$ cat src/rtl/io_input_conditioner.sv
// Per-channel 2-flop sync + debounce; level/pulse outputs registered, level follows raw after 2+DEBOUNCE_CYCLES edges.
// No flow control. Optional toggle latches under `INPUT_TOGGLE_EN (toggle_o tied 0 otherwise).
module io_input_conditioner #(
  parameter int NUM_INPUTS      = 4,
  parameter int CNT_WIDTH       = 16,
  parameter int DEBOUNCE_CYCLES = 50000
) (
  input  logic                  clk,
  input  logic                  rst_n,
  input  logic [NUM_INPUTS-1:0] raw_i,
  output logic [NUM_INPUTS-1:0] level_o,
  output logic [NUM_INPUTS-1:0] rise_o,
  output logic [NUM_INPUTS-1:0] fall_o,
  output logic [NUM_INPUTS-1:0] toggle_o
);

  localparam logic [CNT_WIDTH-1:0] LP_CNT_LAST = CNT_WIDTH'(DEBOUNCE_CYCLES - 1);

  logic [NUM_INPUTS-1:0] r_sync1;
  logic [NUM_INPUTS-1:0] r_sync2;
  logic [NUM_INPUTS-1:0] r_level;
  logic [NUM_INPUTS-1:0] r_rise;
  logic [NUM_INPUTS-1:0] r_fall;
  logic [NUM_INPUTS-1:0] w_update;

  always_ff @(posedge clk or negedge rst_n) begin
    if (!rst_n) begin
      r_sync1 <= '0;
      r_sync2 <= '0;
    end else begin
      r_sync1 <= raw_i;
      r_sync2 <= r_sync1;
    end
  end

  for (genvar g = 0; g < NUM_INPUTS; g++) begin : g_chan
    logic [CNT_WIDTH-1:0] r_cnt;

    // Counter clears on the accepting edge, so it can never pass LP_CNT_LAST.
    assign w_update[g] = (r_sync2[g] != r_level[g]) && (r_cnt == LP_CNT_LAST);

    always_ff @(posedge clk or negedge rst_n) begin
      if (!rst_n) begin
        r_cnt <= '0;
      end else if ((r_sync2[g] == r_level[g]) || w_update[g]) begin
        r_cnt <= '0;
      end else begin
        r_cnt <= r_cnt + CNT_WIDTH'(1);
      end
    end
  end

  always_ff @(posedge clk or negedge rst_n) begin
    if (!rst_n) begin
      r_level <= '0;
      r_rise  <= '0;
      r_fall  <= '0;
    end else begin
      r_level <= (r_level & ~w_update) | (r_sync2 & w_update);
      r_rise  <= w_update & r_sync2;
      r_fall  <= w_update & ~r_sync2;
    end
  end

`ifdef INPUT_TOGGLE_EN
  logic [NUM_INPUTS-1:0] r_toggle;

  always_ff @(posedge clk or negedge rst_n) begin
    if (!rst_n) begin
      r_toggle <= '0;
    end else begin
      r_toggle <= r_toggle ^ r_rise;
    end
  end

  assign toggle_o = r_toggle;
`else
  assign toggle_o = '0;
`endif

  assign level_o = r_level;
  assign rise_o  = r_rise;
  assign fall_o  = r_fall;

endmodule

$ cat config.mk
export PLATFORM = sky130hd
export DESIGN_NAME = io_input_conditioner
export DESIGN_NICKNAME = d
export VERILOG_FILES = /design/src/rtl/io_input_conditioner.sv
export SDC_FILE = /design/constraint.sdc
export NUM_CORES = 1
export LEC_CHECK = 0
export ABC_AREA = 1
export BUFFER_PORTS_ARGS = -buffer_cell sky130_fd_sc_hd__buf_2
export CAP_MARGIN = 25
export CORE_UTILIZATION = 50
export DETAILED_ROUTE_END_ITERATION = 7
export PLACE_DENSITY = 0.64
export SKIP_LAST_GASP = 1
export SLEW_MARGIN = 20
export SYNTH_ARGS = -nofsm -noshare
export SYNTH_HDL_FRONTEND = slang
export SYNTH_SLANG_ARGS = --single-unit
$ cat constraint.sdc
create_clock -name clk -period 4.4 [get_ports clk]
set_clock_uncertainty 0.1 [all_clocks]
set_input_delay 0.22 -clock clk [delete_from_list [all_inputs] [get_ports clk]]
set_output_delay 0.22 -clock clk [all_outputs]
set_load 0.02 [all_outputs]
==> metrics.md <==
| Metric | Value |
|---|---|
| Path depth of the worst reg2reg path | `6` |
| Netlist Area Pre-Place | `4380 um^2` |
| Ant diodes | `0` |
| Area delta synth->final | `9.27%` |
| Port Buf Inserts | `17` |
| Ys flop type | `dfrtp_1` |
| Placer Congestion | `between 0.8 and 0.9` |
| Initial DRC count | `between 150 and 200` |
| Vias in the first global route | `roughly 3400` |
| CP startpoint | `g_chan[0].r_cnt[0]$_DFF_PN0_` |
| Avg Cell Area, Syn | `7.74 um^2` |
| Worst-path clk slew | `about 0.08 ns` |
| #FFs+latches synth | `84` |
| Clk buf depth | `2` |
| Core ar. | `about 8300 um^2` |
| Ports | `22` |
| Seq/Total Area, Yosys | `about 48%` |
| Remaining design rule violation count | `0` |
| WP buf/inv | `0` |
| Largest family of logic cells by synthesized area | `simple AND/OR/NAND/NOR gates` |
| Ratio of cells with drive above 1 in the final layout | `10.1%` |
| Hold Path Stages | `0` |
| Critical path endpoint category | `flip-flop` |
| GR Overflow Total | `0` |
| DRT antenna net count | `0` |
| Crit path max fanout | `16` |
| TritonCTS clock tree | `yes` |
| CTS sink cnt | `between 80 and 90` |
| Highest-delay cell along the critical path | `dfrtp_1` |
| Max rail drop VDD | `0.163 mV` |
| Worst-Skew Late Latency | `0.35 ns` |
| Final min period | `1.65 ns` |
| Cell family with the largest share of critical-path delay | `simple AND/OR/NAND/NOR gates` |
| Final layout net count | `about 600` |
| Gr usage total | `approximately a fifth` |
| Simple-Gate Fraction of Synth Area | `between 30% and 40%` |
| R2r startpoint | `g_chan[0].r_cnt[0]$_DFF_PN0_` |
| Fin. Hold Viols | `0` |
| WHS Endpoint | `r_sync2[2]$_DFF_PN0_` |
| Flop2flop setup slack | `2.75 ns` |
| Final setup vio count | `0` |
| Worst-margin pin slew | `roughly 0.78 ns` |
| PD cells | `between 300 and 400 nW/um^2` |
| Dpl hpwl | `around 5700 um` |
| Worst setup margin | `2.75 ns` |
| Post-synthesis async set-or-reset flop share | `100%` |
| MaxCap Viol Count | `0` |
| Post-synthesis compound-gate area fraction | `between 1.5 and 2%` |
| DIE WIDTH | `approximately 96 um` |
| Reg-to-reg critical path endpoint | `g_chan[0].r_cnt[15]$_DFF_PN0_` |
| Pre-CTS WS | `2.76 ns` |
| CTS root buffer | `clkbuf_8` |
| Crit path largest cell delay | `0.40 ns` |
| DR vias/cell | `~4.9` |
| Largest net degree at the start of global routing | `85` |
| Fmax | `between 0.6 and 0.7 GHz` |
| Worst Hold Slack | `0.250 ns` |
| DR vias | `approximately 3500` |
| First-pass GRT wire length | `14200 um` |
| Post-CTS setup buffers | `0` |
| Netlist cell types | `26` |
| RSZ-0062 raised after global routing | `no` |
| Post-Syn Instances | `between 500 and 600` |
| Initial Util | `52.5%` |
| Adder-Cell Fraction of Synth Area | `1.14%` |
| DIE HEIGHT | `95.5 um` |
| Cell Chain, Critical Path | `ha_1, nand3_2, nor3_2, nand2_1, nand2_2, nor2_1` |
| Die ar. | `9130 um^2` |
| Router iterations before antenna repair | `4` |
| Static Leak | `~0.0021 uW` |
| Worst hold start | `r_sync1[2]$_DFF_PN0_` |
| Wirelength per Cell | `11.4 um` |
| XOR/XNOR share of the synthesized area | `5.00%` |
| Worst path arrival time | `1.77 ns` |
| Crit start category | `flip-flop` |
| Status | `finished, final reports clean` |
| Final Max Tran Viols | `0` |
| Mux share of post-synthesis cell area | `0%` |
| Min-Delay Path Class | `flip-flop to flip-flop` |
| Total wire length | `around 8000 um` |
| CTS buffer count | `9` |
| Slew headroom | `47.9%` |
| Htree depth | `3` |
| Number of synthesized flops with an enable pin | `0` |
| Critical path class | `flip-flop to flip-flop` |
| Crit path required time | `4.53 ns` |
| Fin Setup TNS | `0 ns` |
| Ratio of final minimum period to clock period | `37.4%` |
| YS warnings | `0` |
| # rows | `33` |
| Initial antenna violation count | `0` |
-- layout make-up --
class / instances / area (um^2)
inverter: 57 / 214
timing repair buffer: 22 / 141
fill: 794 / 3560
tap: 105 / 131
sequential: 84 / 2100
multi-input combinational: 419 / 1990
clock inverter: 4 / 73.8
clock buffer: 11 / 131
-- layout by cell type, fill, tap and decap left out, types with 3 or more instances in the layout --
cell and count:
buf_2 16, clkbuf_8 9, conb_1 4, dfrtp_1 84, dlygate4sd3_1 5, ha_1 4, inv_1 56, nand2_1 152
nand2_2 3, nand2_4 3, nand3_1 30, nand3_2 4, nand4_1 27, nor2_1 126, nor2_2 14, nor3_1 7
o21ai_0 9, o21bai_1 3, or2_2 3, xnor2_1 10, xor2_1 15
-- synth_stat cells (2+ instances only) --
master,n,area share (%)
nand4_1,27,3.9
ha_1,4,1.1
nand3_2,4,0.92
nor2_1,126,11
dfrtp_1,84,48
o21ai_0,9,1.0
nand3_1,30,3.4
or2_2,3,0.43
inv_1,56,4.8
nor3_1,7,0.80
nand2_1,152,13
xor2_1,15,3.0
buf_4,4,0.69
nand2_2,3,0.43
nand2_4,3,0.77
xnor2_1,10,2.0
nor2_2,14,2.0
buf_6,3,0.77
o21ai_1,2,0.23
o21bai_1,3,0.51
-- metal layers --
layer | track usage [%] | up-vias | wire length [um]
met4 | 5.85 | 0 | 111
met1 | 24.8 | 1605 | 3920
met3 | 5.26 | 10 | 211
met5 | 0 | - | 0
li1 | - | 1819 | -
met2 | 33.9 | 40 | 3760
-- how the worst max path moves through the flow --
| stage | endpoint | slack, ns | cells after the start |
|---|---|---|---|
| finish | g_chan[0].r_cnt[15]$_DFF_PN0_ | 2.75 | 6 |
| detailed placement | g_chan[0].r_cnt[15]$_DFF_PN0_ | 2.76 | 6 |
| CTS | g_chan[0].r_cnt[15]$_DFF_PN0_ | 2.75 | 6 |
| global placement | g_chan[0].r_cnt[15]$_DFF_PN0_ | 2.80 | 6 |
| global route | g_chan[0].r_cnt[15]$_DFF_PN0_ | 2.60 | 6 |
| floorplan | g_chan[3].r_cnt[4]$_DFF_PN0_ | 2.93 | 7 |
-- power breakdown --
| part | total, uW | switching (uW) | internal, uW |
|---|---|---|---|
| sequential | 795 | 10.8 | 784 |
| combinational | 59.9 | 41.9 | 18.0 |
| clock | 585 | 266 | 318 |
-- what timing repair did --
action,in CTS,in global routing
endpoints found under the setup margin,0,0
hold buffers,5,0
hold endpoints to repair,7,0
gates resized for setup,0,0
-- metrics by stage --
step / instances / cell area [um^2] / util, % / total power (uW)
finish: 702 / 4780 / 57.3 / 1440
global route: 702 / 4780 / 57.3 / 1500
CTS: 702 / 4780 / 57.3 / 1470
detailed placement: 682 / 4520 / 54.2 / 868
global placement: 682 / 4520 / 54.2 / 867
floorplan: 568 / 4390 / - / 850
-- flip-flops by register name, summed over array words and instances (netlist names), named ones only --
signal / cells
g_chan.r_cnt: 64
fall_o: 4
rise_o: 4
r_sync2: 4
r_sync1: 4
-- kinds of logic (layout without fill, tap and decap cells) --
| family | after synthesis | count (layout) |
|---|---|---|
| buf+inv | 65 | 94 |
| other cells | 1 | 4 |
| fa+ha+maj | 4 | 4 |
| flops | 84 | 84 |
| xor+xnor | 25 | 25 |
| simple gates | 372 | 372 |
| compound gates | 14 | 14 |
(Power assumes the default switching activity.)
